## src/rtl/mc_control_if.sv

```systemverilog
// Control-to-datapath bundle for the multicycle core: instruction/status inputs to the
// controller and the ALU OP/shamt and datapath strobes it produces.
interface mc_control_if #(
  parameter int OP_W = 4
);
  logic            run;
  logic [31:0]     instr;
  logic            zero_flag;
  logic            mem_ready;
  logic [OP_W-1:0] alu_op;
  logic [4:0]      shamt;
  logic            alu_src_a;
  logic [1:0]      alu_src_b;
  logic            ir_write;
  logic            pc_write;
  logic            pc_write_cond;
  logic            mem_read;
  logic            mem_write;
  logic            reg_write;
  logic            reg_dst;
  logic            mem_to_reg;
  logic [1:0]      pc_src;
  logic            busy;
  logic            illegal;

  modport master (
    input  run, instr, zero_flag, mem_ready,
    output alu_op, shamt, alu_src_a, alu_src_b, ir_write, pc_write, pc_write_cond,
           mem_read, mem_write, reg_write, reg_dst, mem_to_reg, pc_src, busy, illegal
  );

  modport slave (
    output run, instr, zero_flag, mem_ready,
    input  alu_op, shamt, alu_src_a, alu_src_b, ir_write, pc_write, pc_write_cond,
           mem_read, mem_write, reg_write, reg_dst, mem_to_reg, pc_src, busy, illegal
  );
endinterface

```

## src/rtl/mc_control.sv

```systemverilog
// Multicycle control FSM: sequences FETCH..WRITEBACK, decodes instr into ALU OP/shamt
// and datapath selects, and handshakes with a wait-state memory port.
module mc_control #(
  parameter int OP_W      = 4,
  parameter bit TRAP_HOLD = 1'b1
) (
  input logic          clk,
  input logic          rst,
  mc_control_if.master bus
);
  typedef enum logic [3:0] {
    IDLE, FETCH, DECODE, EXEC_R, WB_R, EXEC_I, WB_I, ADDR,
    MEM_RD, MEM_WB, MEM_WR, BRANCH, JUMP, TRAP
  } state_t;

  typedef enum logic [OP_W-1:0] {
    ALU_SLL  = OP_W'(0),  ALU_SRL  = OP_W'(1),  ALU_SRA  = OP_W'(2),  ALU_SLLV = OP_W'(3),
    ALU_SRLV = OP_W'(4),  ALU_SRAV = OP_W'(5),  ALU_ADD  = OP_W'(6),  ALU_SUB  = OP_W'(7),
    ALU_AND  = OP_W'(8),  ALU_OR   = OP_W'(9),  ALU_XOR  = OP_W'(10), ALU_NOR  = OP_W'(11),
    ALU_SLT  = OP_W'(12), ALU_SLTU = OP_W'(13)
  } alu_op_t;

  localparam logic [5:0] OPC_RTYPE = 6'h00;
  localparam logic [5:0] OPC_J     = 6'h02;
  localparam logic [5:0] OPC_BEQ   = 6'h04;
  localparam logic [5:0] OPC_BNE   = 6'h05;
  localparam logic [5:0] OPC_LW    = 6'h23;
  localparam logic [5:0] OPC_SW    = 6'h2B;

  typedef struct packed {
    alu_op_t    alu_op;
    logic [4:0] shamt;
    logic       alu_src_a;
    logic [1:0] alu_src_b;
    logic       pc_write;
    logic       pc_write_cond;
    logic       mem_read;
    logic       mem_write;
    logic       reg_write;
    logic       reg_dst;
    logic       mem_to_reg;
    logic [1:0] pc_src;
    logic       busy;
    logic       illegal;
  } ctl_t;

  state_t     state, nxt;
  ctl_t       ctl_q, ctl_d;
  alu_op_t    r_op, i_op;
  logic       r_ok;
  logic [5:0] opcode, funct;
  logic       fetch_done, taken;

  assign opcode = bus.instr[31:26];
  assign funct  = bus.instr[5:0];

  always_comb begin
    r_ok = 1'b1;
    r_op = ALU_ADD;
    case (funct)
      6'h00:        r_op = ALU_SLL;
      6'h02:        r_op = ALU_SRL;
      6'h03:        r_op = ALU_SRA;
      6'h04:        r_op = ALU_SLLV;
      6'h06:        r_op = ALU_SRLV;
      6'h07:        r_op = ALU_SRAV;
      6'h20, 6'h21: r_op = ALU_ADD;
      6'h22, 6'h23: r_op = ALU_SUB;
      6'h24:        r_op = ALU_AND;
      6'h25:        r_op = ALU_OR;
      6'h26:        r_op = ALU_XOR;
      6'h27:        r_op = ALU_NOR;
      6'h2A:        r_op = ALU_SLT;
      6'h2B:        r_op = ALU_SLTU;
      default:      r_ok = 1'b0;
    endcase
  end

  always_comb begin
    i_op = ALU_ADD;
    case (opcode)
      6'h0A:   i_op = ALU_SLT;
      6'h0B:   i_op = ALU_SLTU;
      6'h0C:   i_op = ALU_AND;
      6'h0D:   i_op = ALU_OR;
      6'h0E:   i_op = ALU_XOR;
      default: i_op = ALU_ADD;
    endcase
  end

  always_comb begin
    nxt = state;
    case (state)
      IDLE:   if (bus.run) nxt = FETCH;
      FETCH:  if (bus.mem_ready) nxt = DECODE;
      DECODE: begin
        case (opcode)
          OPC_RTYPE:                      nxt = EXEC_R;
          OPC_LW, OPC_SW:                 nxt = ADDR;
          OPC_BEQ, OPC_BNE:               nxt = BRANCH;
          OPC_J:                          nxt = JUMP;
          6'h08, 6'h09, 6'h0A, 6'h0B,
          6'h0C, 6'h0D, 6'h0E:            nxt = EXEC_I;
          default:                        nxt = TRAP;
        endcase
      end
      EXEC_R: nxt = r_ok ? WB_R : TRAP;
      EXEC_I: nxt = WB_I;
      ADDR:   nxt = (opcode == OPC_LW) ? MEM_RD : MEM_WR;
      MEM_RD: if (bus.mem_ready) nxt = MEM_WB;
      MEM_WR: if (bus.mem_ready) nxt = FETCH;
      WB_R, WB_I, MEM_WB, BRANCH, JUMP: nxt = FETCH;
      TRAP:   if (!TRAP_HOLD) nxt = FETCH;
      default: nxt = IDLE;
    endcase
  end

  // Outputs are decoded from the next state and registered with it, so they stay
  // Moore (a function of the current state) yet come straight from flops.
  always_comb begin
    ctl_d        = '0;
    ctl_d.alu_op = ALU_SLL;
    case (nxt)
      FETCH:  begin ctl_d.mem_read = 1'b1; ctl_d.alu_src_b = 2'd1; ctl_d.alu_op = ALU_ADD; end
      DECODE: begin ctl_d.alu_src_b = 2'd3; ctl_d.alu_op = ALU_ADD; end
      EXEC_R: begin ctl_d.alu_src_a = 1'b1; ctl_d.alu_op = r_op; ctl_d.shamt = bus.instr[10:6]; end
      WB_R:   begin ctl_d.reg_write = 1'b1; ctl_d.reg_dst = 1'b1; end
      EXEC_I: begin ctl_d.alu_src_a = 1'b1; ctl_d.alu_src_b = 2'd2; ctl_d.alu_op = i_op; end
      WB_I:   ctl_d.reg_write = 1'b1;
      ADDR:   begin ctl_d.alu_src_a = 1'b1; ctl_d.alu_src_b = 2'd2; ctl_d.alu_op = ALU_ADD; end
      MEM_RD: ctl_d.mem_read = 1'b1;
      MEM_WB: begin ctl_d.reg_write = 1'b1; ctl_d.mem_to_reg = 1'b1; end
      MEM_WR: ctl_d.mem_write = 1'b1;
      BRANCH: begin
        ctl_d.alu_src_a     = 1'b1;
        ctl_d.alu_op        = ALU_SUB;
        ctl_d.pc_src        = 2'd1;
        ctl_d.pc_write_cond = 1'b1;
      end
      JUMP:   begin ctl_d.pc_src = 2'd2; ctl_d.pc_write = 1'b1; end
      TRAP:   ctl_d.illegal = 1'b1;
      default: ;
    endcase
    ctl_d.busy = (nxt != IDLE) && (nxt != TRAP);
  end

  always_ff @(posedge clk) begin
    if (rst) begin
      state <= IDLE;
      ctl_q <= '0;
    end else begin
      state <= nxt;
      ctl_q <= ctl_d;
    end
  end

  // The fetch strobes and the branch decision track this cycle's mem_ready / zero_flag.
  assign fetch_done = (state == FETCH) && bus.mem_ready;
  assign taken      = (opcode == OPC_BNE) ? !bus.zero_flag : bus.zero_flag;

  assign bus.alu_op        = ctl_q.alu_op;
  assign bus.shamt         = ctl_q.shamt;
  assign bus.alu_src_a     = ctl_q.alu_src_a;
  assign bus.alu_src_b     = ctl_q.alu_src_b;
  assign bus.ir_write      = fetch_done;
  assign bus.pc_write      = ctl_q.pc_write | fetch_done | ((state == BRANCH) && taken);
  assign bus.pc_write_cond = ctl_q.pc_write_cond;
  assign bus.mem_read      = ctl_q.mem_read;
  assign bus.mem_write     = ctl_q.mem_write;
  assign bus.reg_write     = ctl_q.reg_write;
  assign bus.reg_dst       = ctl_q.reg_dst;
  assign bus.mem_to_reg    = ctl_q.mem_to_reg;
  assign bus.pc_src        = ctl_q.pc_src;
  assign bus.busy          = ctl_q.busy;
  assign bus.illegal       = ctl_q.illegal;
endmodule

```

## src/flat_wrapper.sv

```systemverilog
// flat-port wrapper written by rule: the top's interface ports become plain ports
module mc_control_flat 
#(
  parameter int OP_W      = 4,
  parameter bit TRAP_HOLD = 1'b1
)
  (clk, rst, bus_run, bus_instr, bus_zero_flag, bus_mem_ready, bus_alu_op, bus_shamt, bus_alu_src_a, bus_alu_src_b, bus_ir_write, bus_pc_write, bus_pc_write_cond, bus_mem_read, bus_mem_write, bus_reg_write, bus_reg_dst, bus_mem_to_reg, bus_pc_src, bus_busy, bus_illegal);
  mc_control_if #(.OP_W(OP_W)) bus_i ();
  input logic clk;
  input logic rst;
  input wire logic [$bits(bus_i.run)-1:0] bus_run;
  input wire logic [$bits(bus_i.instr)-1:0] bus_instr;
  input wire logic [$bits(bus_i.zero_flag)-1:0] bus_zero_flag;
  input wire logic [$bits(bus_i.mem_ready)-1:0] bus_mem_ready;
  output wire logic [$bits(bus_i.alu_op)-1:0] bus_alu_op;
  output wire logic [$bits(bus_i.shamt)-1:0] bus_shamt;
  output wire logic [$bits(bus_i.alu_src_a)-1:0] bus_alu_src_a;
  output wire logic [$bits(bus_i.alu_src_b)-1:0] bus_alu_src_b;
  output wire logic [$bits(bus_i.ir_write)-1:0] bus_ir_write;
  output wire logic [$bits(bus_i.pc_write)-1:0] bus_pc_write;
  output wire logic [$bits(bus_i.pc_write_cond)-1:0] bus_pc_write_cond;
  output wire logic [$bits(bus_i.mem_read)-1:0] bus_mem_read;
  output wire logic [$bits(bus_i.mem_write)-1:0] bus_mem_write;
  output wire logic [$bits(bus_i.reg_write)-1:0] bus_reg_write;
  output wire logic [$bits(bus_i.reg_dst)-1:0] bus_reg_dst;
  output wire logic [$bits(bus_i.mem_to_reg)-1:0] bus_mem_to_reg;
  output wire logic [$bits(bus_i.pc_src)-1:0] bus_pc_src;
  output wire logic [$bits(bus_i.busy)-1:0] bus_busy;
  output wire logic [$bits(bus_i.illegal)-1:0] bus_illegal;
  assign bus_i.run = bus_run;
  assign bus_i.instr = bus_instr;
  assign bus_i.zero_flag = bus_zero_flag;
  assign bus_i.mem_ready = bus_mem_ready;
  assign bus_alu_op = bus_i.alu_op;
  assign bus_shamt = bus_i.shamt;
  assign bus_alu_src_a = bus_i.alu_src_a;
  assign bus_alu_src_b = bus_i.alu_src_b;
  assign bus_ir_write = bus_i.ir_write;
  assign bus_pc_write = bus_i.pc_write;
  assign bus_pc_write_cond = bus_i.pc_write_cond;
  assign bus_mem_read = bus_i.mem_read;
  assign bus_mem_write = bus_i.mem_write;
  assign bus_reg_write = bus_i.reg_write;
  assign bus_reg_dst = bus_i.reg_dst;
  assign bus_mem_to_reg = bus_i.mem_to_reg;
  assign bus_pc_src = bus_i.pc_src;
  assign bus_busy = bus_i.busy;
  assign bus_illegal = bus_i.illegal;
  mc_control #(.OP_W(OP_W), .TRAP_HOLD(TRAP_HOLD)) u_core (.clk(clk), .rst(rst), .bus(bus_i));
endmodule
```

## config.mk

```make
export PLATFORM = sky130hd
export DESIGN_NAME = mc_control_flat
export DESIGN_NICKNAME = d
export VERILOG_FILES = /design/src/rtl/mc_control_if.sv /design/src/rtl/mc_control.sv /design/src/flat_wrapper.sv
export SDC_FILE = /design/constraint.sdc
export NUM_CORES = 1
export LEC_CHECK = 0
export ABC_AREA = 1
export BUFFER_PORTS_ARGS = -buffer_cell sky130_fd_sc_hd__buf_2
export CORE_ASPECT_RATIO = 0.7
export CORE_MARGIN = 4
export CORE_UTILIZATION = 54
export DETAILED_ROUTE_END_ITERATION = 6
export GPL_ROUTABILITY_DRIVEN = 0
export PLACE_DENSITY = 0.85
export SLEW_MARGIN = 20
export SYNTH_ARGS = -nofsm -noshare
export SYNTH_HDL_FRONTEND = slang
export SYNTH_SLANG_ARGS = --single-unit
```

## constraint.sdc

```tcl
create_clock -name clk -period 3.6 [get_ports clk]
set_input_delay 0 -clock clk [delete_from_list [all_inputs] [get_ports clk]]
set_output_delay 0 -clock clk [all_outputs]
set_load 0.02 [all_outputs]
```

# [Yosys cells after proc, flatten, opt, wreduce, memory -nomap -nowiden]
# Memory sizes are Yosys's and may differ from the RTL's.
# Cells that the tools add are included.
[op_classes] eq_ne=49 n_mux=23 n_bitwise=3 reduce_logical=16
[op_table] operator="== test 6 bit, second input constant" n=11
[op_table] operator="one-hot mux 4 bit (13 select lines)" n=1
[op_table] operator="== test 4 bit, second input constant" n=12
[op_table] operator="one-hot mux 4 bit (10 select lines)" n=1
[op_table] operator="== test 4 x 3 -> 1 bit, second input constant" n=8
[op_table] operator="== test 6 x 4 -> 1 bit, second input constant" n=5
[op_table] operator="== test 6 x 3 -> 1 bit, second input constant" n=4
[op_table] operator="2-to-1 mux 4 bit" n=5
[op_table] operator="one-hot mux 4 bit (5 select lines)" n=1
[op_table] operator="== test 4 x 2 -> 1 bit, second input constant" n=4
[op_table] operator="one-hot mux 4 bit (4 select lines)" n=1
[op_table] operator="OR reduction 16 bit" n=1
[op_table] operator="== test 6 x 2 -> 1 bit, second input constant" n=2
[op_table] operator="2-to-1 mux 1 bit" n=11
[op_table] operator="== test 4 x 1 -> 1 bit, second input constant" n=2
[op_table] operator="OR reduction 2 bit" n=4
[op_table] operator="logical NOT 6 bit" n=1
[op_table] operator="one-hot mux 2 bit (3 select lines)" n=1
[op_table] operator="OR reduction 3 bit" n=2
[op_table] operator="OR reduction 5 bit" n=1
[op_table] operator="logical NOT 4 bit" n=1
[op_table] operator="!= test 4 bit, second input constant" n=1
[op_table] operator="one-hot mux 2 bit (2 select lines)" n=1
[op_table] operator="nonzero test 4 bit" n=1
[op_table] operator="other kinds (6)" n=9
[word_totals] ff_bits=27 mem_bits_ro=256 output_inout_bits=24 n_memories=1
[mem_list] memory="(name not given)" depth=64 word_bits=4 read_ports=1 rd_clocked_by_memory_dff=0 write_ports=0 line_no="mc_control.sv:97" text="case (opcode)"

# [Longest topological paths before layout]
# Gate-level depths: netlist of run 1.
[logic_depth] word_depth=8 depth_mapped=15

# [Worst setup path after synthesis of run 1]
# OpenSTA, ideal clock, no wires.
[synth_timing] kind="register to register" from="register u_core.state[2]" to="register u_core.ctl_q, in the netlist u_core.bus.alu_op[1]" arrival_time_ns=1.425 t_required_ns=3.472 path_slack_ns=2.047 path_stages_with_launch=14 period_less_slack_ns=1.553 path_cell_list="dfxtp_1 buf_4 nor2_1 nand2_1 inv_2 nand3_2 inv_2 nor2_4 nand3_4 nor2_2 nor2_2 nand2_1 nor2_1 nor2_1"
[synth_via] elab_chain_len=6
[synth_rtl] element="start, declared" line_no="mc_control.sv:47" text="state_t state, nxt;"
[synth_rtl] element="start signal, assigned" line_no="mc_control.sv:152" text="state <= nxt;"
[synth_rtl] element="== test 4 x 3 -> 1 bit or == test 4 bit (tied branches)" line_no="mc_control.sv:93" text="case (state)"
[synth_rtl] element="OR reduction 5 bit" line_no="mc_control.sv:93"
[synth_rtl] element="one-hot mux 4 bit (10 select lines) (*)" line_no="mc_control.sv:93"
[synth_rtl] element="== test 4 x 1 -> 1 bit (tied with other cells)" line_no="mc_control.sv:123" text="case (nxt)"
[synth_rtl] element="OR reduction 3 bit (no source line)"
[synth_rtl] element="one-hot mux 4 bit (4 select lines) (*)" line_no="mc_control.sv:123"
[synth_rtl] element="end signal, assigned" line_no="mc_control.sv:153" text="ctl_q <= ctl_d;"
[synth_rtl] element="end, declared" line_no="mc_control.sv:48" text="ctl_t ctl_q, ctl_d;"
# Every way passes the cells marked *; elsewhere a longest branch is shown, timed or not.
# A chain may end at the register's enable or synchronous reset.

# [Final worst setup path of run 1]
[layout_timing] from="register u_core.state[2]" to="register u_core.ctl_q, in the netlist u_core.bus.alu_op[0]"
# Same word-level chain as after synthesis.

==> results of run 1 <==
==> critical path, stage by stage, from the launching register on <==
cell and delay (ns):
dfxtp_1 0.49, nor2_1 0.10, nand2_1 0.17, inv_2 0.08, a21oi_1 0.38, nand4_1 0.24, nor2_2 0.20, nor2_2 0.07
nand2_1 0.08, nand2_1 0.06, nor2_2 0.08
==> how the worst min path moves through the flow <==
stage	from	to	slack [ns]	cells past startpoint
CTS	rst	u_core.bus.mem_read$_SDFF_PP0_	0.06	2
global route	rst	u_core.bus.mem_read$_SDFF_PP0_	0.07	2
floorplan	rst	u_core.bus.pc_src[0]$_SDFF_PP0_	0.08	1
finish	rst	u_core.bus.alu_op[2]$_SDFF_PP0_	0.07	2
global placement	bus_instr[9]	u_core.bus.shamt[3]$_SDFF_PP0_	0.21	3
detailed placement	bus_instr[10]	u_core.bus.shamt[4]$_SDFF_PP0_	0.22	3
==> metal layers <==
layer,up-vias,part of all wire [%]
met1,798,48
met3,6,8.4
li1,921,-
met2,74,43
met5,-,0
met4,0,0.70
==> cell usage in the layout, fill, tap and decap left out, drive strengths merged <==
master,count
a21oi,9
a31o,1
a31oi,2
and3,1
buf,45
clkbuf,4
dfxtp,26
dlygate4sd3,5
inv,39
nand2,57
nand3,34
nand3b,2
nand4,11
nor2,60
nor3,5
nor4,1
o211ai,2
o21ai,1
==> layout make-up <==
| cell class | instances | area (sq um) | share of cell area [%] |
|---|---|---|---|
| Timing Repair Buffer | 50 | 275.3 | 13.70 |
| Clock buffer | 4 | 55.05 | 2.740 |
| Sequential cell | 26 | 520.5 | 25.90 |
| Multi-Input combinational cell | 186 | 967.2 | 48.13 |
| Tap cell | 36 | 45.04 | 2.242 |
| Inverter | 39 | 146.4 | 7.285 |
==> kinds of logic (layout without fill, tap and decap cells) <==
logic type / after synthesis / count (layout) / synth area share (%)
and+or+nand+nor: 171 / 171 / 50.54
DFF: 26 / 26 / 29.86
buffers and inverters: 54 / 93 / 14.64
AOI/OAI and AO/OA: 15 / 15 / 4.953
==> metrics by stage <==
step | std cells | hold WS [ns] | util (%)
6_report | 341 | 0.06553 | 68.28
5_1_grt | 341 | 0.07001 | 68.28
4_1_cts | 341 | 0.05848 | 68.28
3_5_place_dp | 332 | 0.2230 | 64.71
3_3_place_gp | 332 | 0.2127 | 64.71
2_1_floorplan | 266 | 0.07851 | -
==> power by group <==
group,internal (mW),total (mW),switching [mW]
Combinational,0.0816,0.257,0.175
Sequential,0.310,0.320,0.00999
Clock,0.0978,0.185,0.0868
Total,0.490,0.762,0.272
==> results.tsv, run 1 <==
stage	metric	value	unit
detailed_routing	drt pass-1 iters	5	
detailed_routing	vias per cell	5.276	
logic_synthesis	sequential share of the synthesized area	29.86	%
logic_synthesis	Synth area leaders	dfxtp_1 30%, nand2_1 11%, nor2_1 9.3%	
timing	fin crit share	55.72	%
floorplan	core area	2943	sq um
worst_setup_path	crit path DAT	2.22	ns
logic_synthesis	cell accounting for the most synthesized area	dfxtp_1	
logic_synthesis	synth warn	0	
place	pre-CTS setup slack	1.754	ns
floorplan	Initial Util	59.23	%
place	Post-DP Area	1904	sq um
layout	Layout fillers	267	
cts	cts repair resizes	0	
pwr	Power per Cell Area	379.2	nW/um^2
cts	postcts setup bufs	0	
timing	setup TNS	0	ns
layout	max reg flops	5	
timing	Clock Skew	0.003626	ns
cts	CTS sink cnt	26	
layout	Layout Nets	343	
detailed_routing	Avg WL per Cell	12.49	um
logic_synthesis	Avg Inst Size Synth	6.552	sq um
floorplan	Row Count	16	
global_route	global-route wire length before repair	7182	um
logic_synthesis	Post-synth EDFFs	0	
cts	H-tree lvl count	1	
global_route	pin count of the biggest net entering global routing	15	
cts	CTS tree	built	
logic_synthesis	area share of the largest cell type after synthesis	29.86	%
worst_setup_path	Required @ worst endpoint	3.81	ns
floorplan	I/O pins	61	
worst_setup_path	CP Capture Type	flip-flop	
cts	hold_buf cts	5	
global_route	grt ovf	0	
logic_synthesis	ys flop type	dfxtp_1	
cts	clock latency on the worst-skew pair	0.27	ns
pwr	LEAKAGE	1.105	nW
detailed_routing	# DRC	0	
logic_synthesis	Post-Syn Instances	266	
global_route	GRT Total Usage	20.08	%
job	max_cap viols	0	
floorplan	die extent in y	55.53	um
timing	Max Clk Rate	498.6	MHz
global_route	vias in the first global route	1586	
cts	Worst-path clk slew	0.08	ns
logic_synthesis	#FFs+latches synth	26	
logic_synthesis	Async SR Flop Fraction	0	%
timing	max-slew violation count	0	
layout	Finished Cell Area	2009	sq um
cts	CTS buffer count	3	
logic_synthesis	count leader, synth	nand2_1	
timing	setup slack after layout	1.594	ns
global_route	GRT Max-Usage Layer	met2	
detailed_routing	Via Count	1799	
pwr	VDD IR max	356.4	uV
global_route	met3 usage	5.032	%
worst_setup_path	startpoint types	flip-flop	
floorplan	DIE AREA	4215	sq um
layout	share of layout cells above drive strength 1	30.49	%
detailed_routing	routed wire length	4259	um
cts	CTS max path bufs	2	
place	IO Port Bufs	45	
worst_setup_path	critical path class	flip-flop to flip-flop	
worst_setup_path	Max FO, Critical Path	8	
worst_setup_path	Worst R2R End	u_core.bus.alu_op[0]$_SDFF_PP0_	
logic_synthesis	cell area after synthesis	1743	sq um
worst_setup_path	worst flop-to-flop path startpoint	u_core.state[2]$_SDFF_PP0_	
detailed_routing	Routed Antenna Nets	0	
global_route	grt met1 use	29.12	%
timing	worst-margin pin slew	0.4313	ns
layout	Synth-to-Final Area Change	15.29	%
pwr	Tot Pwr	0.7620	mW
logic_synthesis	Distinct cells, synth	23	
timing	Fin. Hold Viols	0	
min_path	Hold/Removal Path Class	primary input to flip-flop	
worst_setup_path	Reg2Reg Depth	10	
worst_setup_path	R2R setup slack	1.59	ns
layout	# diodes	0	
logic_synthesis	Post-Syn Nets	303	
outcome	status	complete, no violations	
timing	Final setup viols	0	
cts	CTS root buffer	clkbuf_8	
worst_setup_path	CP Capture Point	u_core.bus.alu_op[0]$_SDFF_PP0_	
timing	RSZ-0062 raised after global routing	false	
global_route	met2 GRT Util	29.76	%
worst_setup_path	CP startpoint	u_core.state[2]$_SDFF_PP0_	
detailed_routing	drt initial violations	186	
place	hpwl dp	3311	um
global_route	initial antenna violation count	0	
logic_synthesis	most frequent cells after synthesis	52 x nand2_1, 43 x nor2_1, 27 x nand3_1	
timing	worst slew margin relative to its limit	71.24	%
timing	minimum clock period	2.006	ns
floorplan	Horiz. Die Dim	75.91	um
No activity file was read; power rests on OpenSTA's default activity.
==> run 2, diff against run 1 <==
--- a/config.mk
+++ b/config.mk
@@ -9,10 +9,10 @@
 export BUFFER_PORTS_ARGS = -buffer_cell sky130_fd_sc_hd__buf_2
 export CORE_ASPECT_RATIO = 0.7
 export CORE_MARGIN = 4
-export CORE_UTILIZATION = 54
+export CORE_UTILIZATION = 50
 export DETAILED_ROUTE_END_ITERATION = 6
 export GPL_ROUTABILITY_DRIVEN = 0
-export PLACE_DENSITY = 0.85
+export PLACE_DENSITY = 0.8
 export SLEW_MARGIN = 20
 export SYNTH_ARGS = -nofsm -noshare
 export SYNTH_HDL_FRONTEND = slang
==> constraint.sdc (replaced) <==
create_clock -name clk -period 2 [get_ports clk]
set_input_delay 0 -clock clk [delete_from_list [all_inputs] [get_ports clk]]
set_output_delay 0 -clock clk [all_outputs]
set_load 0.02 [all_outputs]
==> run 2 against run 1 <==
  * Hold slack improved by 0.0013 ns
  * Highest routed layer unchanged
  * Critical endpoint is now u_core.bus.alu_op[3]$_SDFF_PP0_
  * Die area increased by 7.0%
  * Global-route usage decreased by 0.58 points
==> results.tsv, run 2 (same netlist as run 1, synthesis figures left out) <==
stage	metric	value	unit
cts	CTS sink cnt	26	
layout	final core utilization	62.17	%
layout	share of layout cells above drive strength 1	31.15	%
min_path	Hold/Removal Path Class	primary input to flip-flop	
worst_setup_path	worst flop-to-flop path startpoint	u_core.state[1]$_SDFF_PP0_	
worst_setup_path	Max FO, Critical Path	6	
job	max_cap viols	0	
layout	Synth-to-Final Area Change	16.08	%
timing	max-slew violation count	0	
detailed_routing	drt pass-1 iters	4	
cts	CTS root buffer	clkbuf_8	
global_route	GRT Total Usage	19.51	%
cts	CTS tree	built	
worst_setup_path	crit path DAT	2.01	ns
global_route	grt met1 use	27.51	%
timing	Max Clk Rate	554.4	MHz
timing	Clock Skew	0.003770	ns
layout	commonest cells after routing, fill and taps aside	52 x nand2_1, 45 x buf_2, 42 x nor2_1	
worst_setup_path	CP startpoint	u_core.state[1]$_SDFF_PP0_	
layout	most common cell after layout, fill and taps aside	nand2_1	
cts	CTS max path bufs	2	
detailed_routing	routed wire length	4288	um
pwr	Power per Cell Area	651.3	nW/um^2
timing	RSZ-0062 raised after global routing	false	
timing	setup slack after layout	0.1963	ns
floorplan	Row Count	17	
layout	max reg flops	5	
min_path	worst hold path startpoint	rst	
cts	Worst-path clk slew	0.08	ns
outcome	status	complete, no violations	
detailed_routing	Routed Antenna Nets	0	
global_route	met3 usage	4.416	%
global_route	initial antenna violation count	0	
global_route	GRT Max-Usage Layer	met2	
global_route	vias in the first global route	1538	
place	hpwl dp	3346	um
place	pre-CTS setup slack	0.1811	ns
detailed_routing	# DRC	0	
detailed_routing	Avg WL per Cell	12.18	um
global_route	global-route wire length before repair	7024	um
floorplan	core area	3254	sq um
global_route	met2 GRT Util	30.47	%
place	IO Port Bufs	45	
layout	Finished Cell Area	2023	sq um
detailed_routing	vias per cell	5.071	
timing	Fin. Hold Viols	0	
timing	worst slew margin relative to its limit	79.72	%
floorplan	die extent in y	57.40	um
floorplan	DIE AREA	4509	sq um
layout	# diodes	0	
floorplan	I/O pins	61	
worst_setup_path	startpoint types	flip-flop	
place	Post-DP Area	1926	sq um
timing	Final setup viols	0	
timing	fin crit share	90.19	%
timing	minimum clock period	1.804	ns
worst_setup_path	critical path class	flip-flop to flip-flop	
layout	Layout Nets	344	
worst_setup_path	CP Capture Type	flip-flop	
pwr	VDD IR max	561.0	uV
timing	setup TNS	0	ns
floorplan	Initial Util	53.56	%
cts	H-tree lvl count	1	
worst_setup_path	Required @ worst endpoint	2.21	ns
detailed_routing	Via Count	1785	
global_route	pin count of the biggest net entering global routing	15	
global_route	grt ovf	0	
cts	CTS buffer count	3	
pwr	LEAKAGE	1.103	nW
detailed_routing	drt initial violations	121	
timing	worst-margin pin slew	0.3018	ns
cts	clock latency on the worst-skew pair	0.26	ns
floorplan	Horiz. Die Dim	78.57	um
[run 2: path summary, 6_finish.rpt]
path | end | slack, ns | cells after the start
setup / recovery | u_core.bus.alu_op[3]$_SDFF_PP0_ | 0.20 | 12
hold / removal | u_core.state[2]$_SDFF_PP0_ | 0.07 | 2
setup reg to reg | u_core.bus.alu_op[3]$_SDFF_PP0_ | 0.20 | 12
hold reg to reg | u_core.bus.mem_to_reg$_SDFF_PP0_ | 0.69 | 4
[run 2: worst max-delay path, stage by stage (launching register included)]
cell and delay, ns:
dfxtp_1 0.40, inv_2 0.07, nor2_1 0.13, nand2_1 0.14, inv_2 0.11, nand2_1 0.07, nand3_2 0.14, nand4_1 0.20
nor2_4 0.20, nor2_1 0.08, nand2_1 0.08, nand3_1 0.07, nand2_1 0.07
[run 2: metal layers]
metal  vias up  part of all wire [%]  routed length [um]
met5         -                     0                   0
met4         0                  0.68                  29
met3         6                   6.2                 265
met2        62                    43                1854
met1       800                    50                2138
li1        917                     -                   -
[run 2: area by class of cell]
type	instances	area (sq um)
timing repair buffer	51	282.8
sequential	26	521.8
clock buffer	3	41.29
fill	317	1231
inverter	39	148.9
multi-input combinational	186	969.7
tap	47	58.81
[run 2: stage by stage]
| step | power, mW | cells | hold WS [ns] |
|---|---|---|---|
| floorplan | 0.9311 | 266 | 0.07851 |
| global placement | 1.029 | 344 | 0.2136 |
| detailed placement | 1.036 | 344 | 0.2215 |
| CTS | 1.321 | 352 | 0.05508 |
| global route | 1.410 | 352 | 0.07438 |
| finish | 1.318 | 352 | 0.06678 |
[run 2: power by group]
part | switching, mW | internal (mW) | leakage [nW] | total [mW]
Combinational | 0.315 | 0.150 | 0.870 | 0.465
Sequential | 0.0174 | 0.559 | 0.212 | 0.576
Clock | 0.142 | 0.135 | 0.0216 | 0.277
Total | 0.474 | 0.844 | 1.10 | 1.32
[run 2: repair_timing]
| action | in CTS | in global routing |
|---|---|---|
| hold buffers | 5 | 0 |
| setup endpoints to repair | 0 | 9 |
| resized for setup | 0 | 3 |
| buffers inserted | 0 | 0 |
| endpoints found under the hold margin | 5 | 0 |
==> run 3, diff against run 2 <==
--- a/config.mk
+++ b/config.mk
@@ -12,7 +12,9 @@
 export CORE_UTILIZATION = 50
 export DETAILED_ROUTE_END_ITERATION = 6
 export GPL_ROUTABILITY_DRIVEN = 0
+export HOLD_SLACK_MARGIN = 0.08
 export PLACE_DENSITY = 0.8
+export SETUP_SLACK_MARGIN = 0.02
 export SLEW_MARGIN = 20
 export SYNTH_ARGS = -nofsm -noshare
 export SYNTH_HDL_FRONTEND = slang
==> run 3 against run 2 <==
  * Design area rose by 0.56%
  * Register-to-register slack improved by 0.04 ns
  * Largest cell class unchanged
  * Wire length fell by 0.77%
  * Critical path type unchanged
==> results.tsv, run 3 (same netlist as run 1, synthesis figures left out) <==
stage	metric	value	unit
worst_setup_path	worst flop-to-flop path startpoint	u_core.state[0]$_SDFF_PP0_	
pwr	Pint	0.8454	mW
worst_setup_path	slowest stage delay, CP	0.35	ns
place	hpwl dp	3346	um
cts	CTS root buffer	clkbuf_8	
timing	RSZ-0062 raised after global routing	false	
detailed_routing	Routed Antenna Nets	0	
layout	max reg flops	5	
floorplan	die extent in y	57.40	um
worst_setup_path	WP buf/inv	1	
worst_setup_path	Reg2Reg Depth	9	
floorplan	Horiz. Die Dim	78.57	um
worst_setup_path	Required @ worst endpoint	2.20	ns
cts	Worst-path clk slew	0.08	ns
pwr	Tot Pwr	1.320	mW
worst_setup_path	Worst R2R End	u_core.bus.shamt[4]$_SDFF_PP0_	
timing	fin crit share	88.02	%
pwr	net switching power	0.4741	mW
layout	commonest cells after routing, fill and taps aside	52 x nand2_1, 45 x buf_2, 42 x nor2_1	
detailed_routing	Via Count	1774	
floorplan	Row Count	17	
detailed_routing	drt initial violations	137	
min_path	WHS Path Cells	5	
global_route	grt ovf	0	
cts	CTS max path bufs	2	
cts	CTS buffer count	3	
worst_setup_path	critical path class	flip-flop to flip-flop	
global_route	global-route wire length before repair	7072	um
worst_setup_path	startpoint types	flip-flop	
cts	CTS tree	built	
worst_setup_path	crit-path cells	nand2_1 -> inv_1 -> nand3_1 -> nand3_1 -> nor2_2 -> nand3_2 -> nor2_2 -> nand3_1 -> nor2_1	
floorplan	core area	3254	sq um
cts	CTS sink cnt	26	
timing	Final setup viols	0	
layout	most common cell after layout, fill and taps aside	nand2_1	
worst_setup_path	CP Capture Type	flip-flop	
timing	worst slew margin relative to its limit	79.67	%
worst_setup_path	slowest stage cell, crit path	dfxtp_1	
global_route	pin count of the biggest net entering global routing	15	
pwr	LEAKAGE	1.108	nW
min_path	hold-critical path endpoint	u_core.bus.alu_src_b[1]$_SDFF_PP0_	
place	IO Port Bufs	45	
timing	Clock Skew	0.003949	ns
detailed_routing	Avg WL per Cell	12.05	um
worst_setup_path	R2R setup slack	0.24	ns
timing	setup TNS	0	ns
outcome	status	complete, no violations	
worst_setup_path	crit path DAT	1.96	ns
pwr	clock power share	21.0	%
pwr	Seq pwr share	43.7	%
detailed_routing	# DRC	0	
job	max_cap viols	0	
timing	max-slew violation count	0	
min_path	Hold/Removal Path Class	primary input to flip-flop	
layout	Synth-to-Final Area Change	16.73	%
floorplan	DIE AREA	4509	sq um
pwr	proportion of power drawn by combinational gates	35.3	%
pwr	Sw Share	35.93	%
floorplan	I/O pins	61	
timing	Max Clk Rate	568.1	MHz
place	Post-DP Area	1926	sq um
layout	Layout Nets	345	
timing	minimum clock period	1.760	ns
layout	# diodes	0	
detailed_routing	routed wire length	4255	um
pwr	VDD IR max	561.5	uV
global_route	GRT Total Usage	19.67	%
global_route	vias in the first global route	1544	
detailed_routing	drt pass-1 iters	4	
min_path	worst hold path startpoint	bus_mem_ready	
cts	clock latency on the worst-skew pair	0.26	ns
timing	Fin. Hold Viols	0	
global_route	initial antenna violation count	0	
cts	postcts setup bufs	0	
detailed_routing	vias per cell	5.025	
cts	H-tree lvl count	1	
floorplan	Initial Util	53.56	%
worst_setup_path	cell family with most CP delay	simple AND/OR/NAND/NOR gates	
layout	share of layout cells above drive strength 1	31.37	%
pwr	Power per Cell Area	648.6	nW/um^2
worst_setup_path	most used cell, CP	nand3_1	
timing	worst-margin pin slew	0.3026	ns
worst_setup_path	Max FO, Critical Path	5	
layout	Finished Cell Area	2034	sq um
run 3: worst max path at each step:
stage,from,endpoint,slack (ns),cells past startpoint
6_report,u_core.state[0]$_SDFF_PP0_,u_core.bus.shamt[4]$_SDFF_PP0_,0.24,9
5_1_grt,u_core.state[0]$_SDFF_PP0_,u_core.bus.shamt[4]$_SDFF_PP0_,0.06,9
4_1_cts,u_core.state[2]$_SDFF_PP0_,u_core.bus.shamt[4]$_SDFF_PP0_,0.13,8
3_5_place_dp,u_core.state[2]$_SDFF_PP0_,u_core.bus.shamt[4]$_SDFF_PP0_,0.18,8
3_3_place_gp,u_core.state[2]$_SDFF_PP0_,u_core.bus.shamt[4]$_SDFF_PP0_,0.22,8
2_1_floorplan,u_core.state[2]$_SDFF_PP0_,u_core.bus.alu_op[1]$_SDFF_PP0_,0.45,13
run 3: layer usage:
metal  vias to the layer above  share of wire (%)  global-route usage, %
li1                        923                  -                      -
met3                         6                6.7                  4.574
met4                         0               0.68                  4.239
met5                         -                  0                      0
met2                        62                 43                  30.96
met1                       783                 49                  27.51
run 3: final cells by class:
cell class / instances / area (sq um)
multi-input combinational: 186 / 969.7
timing repair buffer: 52 / 292.8
clock buffer: 3 / 41.29
fill: 314 / 1220
sequential: 26 / 523.0
tap: 47 / 58.81
inverter: 39 / 148.9
run 3: what timing repair did:
| action | CTS | global route |
|---|---|---|
| resized for setup | 0 | 4 |
| hold endpoints to repair | 13 | 0 |
| hold buffers | 6 | 0 |
| setup endpoints to repair | 0 | 9 |
run 3: power groups by stage:
stage	Sequential, mW	Clock (mW)	Combinational [mW]
2_1_floorplan	0.603	0	0.328
3_3_place_gp	0.587	0	0.442
3_5_place_dp	0.588	0	0.448
4_1_cts	0.576	0.286	0.461
5_1_grt	0.584	0.307	0.521
6_report	0.577	0.277	0.466
run 3: worst min-delay path, cell delays in order:
cell and delay [ns]:
buf_2 0.11, nand2_1 0.11, nand3_1 0.11, nand2_1 0.05, inv_1 0.04
run 3: stage by stage:
stage          setup WS (ns)  instances  utilization (%)  hold slack, ns
2_1_floorplan         0.4473        266                -         0.07851
3_3_place_gp          0.2174        344            59.17          0.2136
3_5_place_dp          0.1811        344            59.17          0.2215
4_1_cts               0.1322        353            62.28          0.1645
5_1_grt              0.06357        353            62.51          0.2221
6_report              0.2397        353            62.51          0.1790
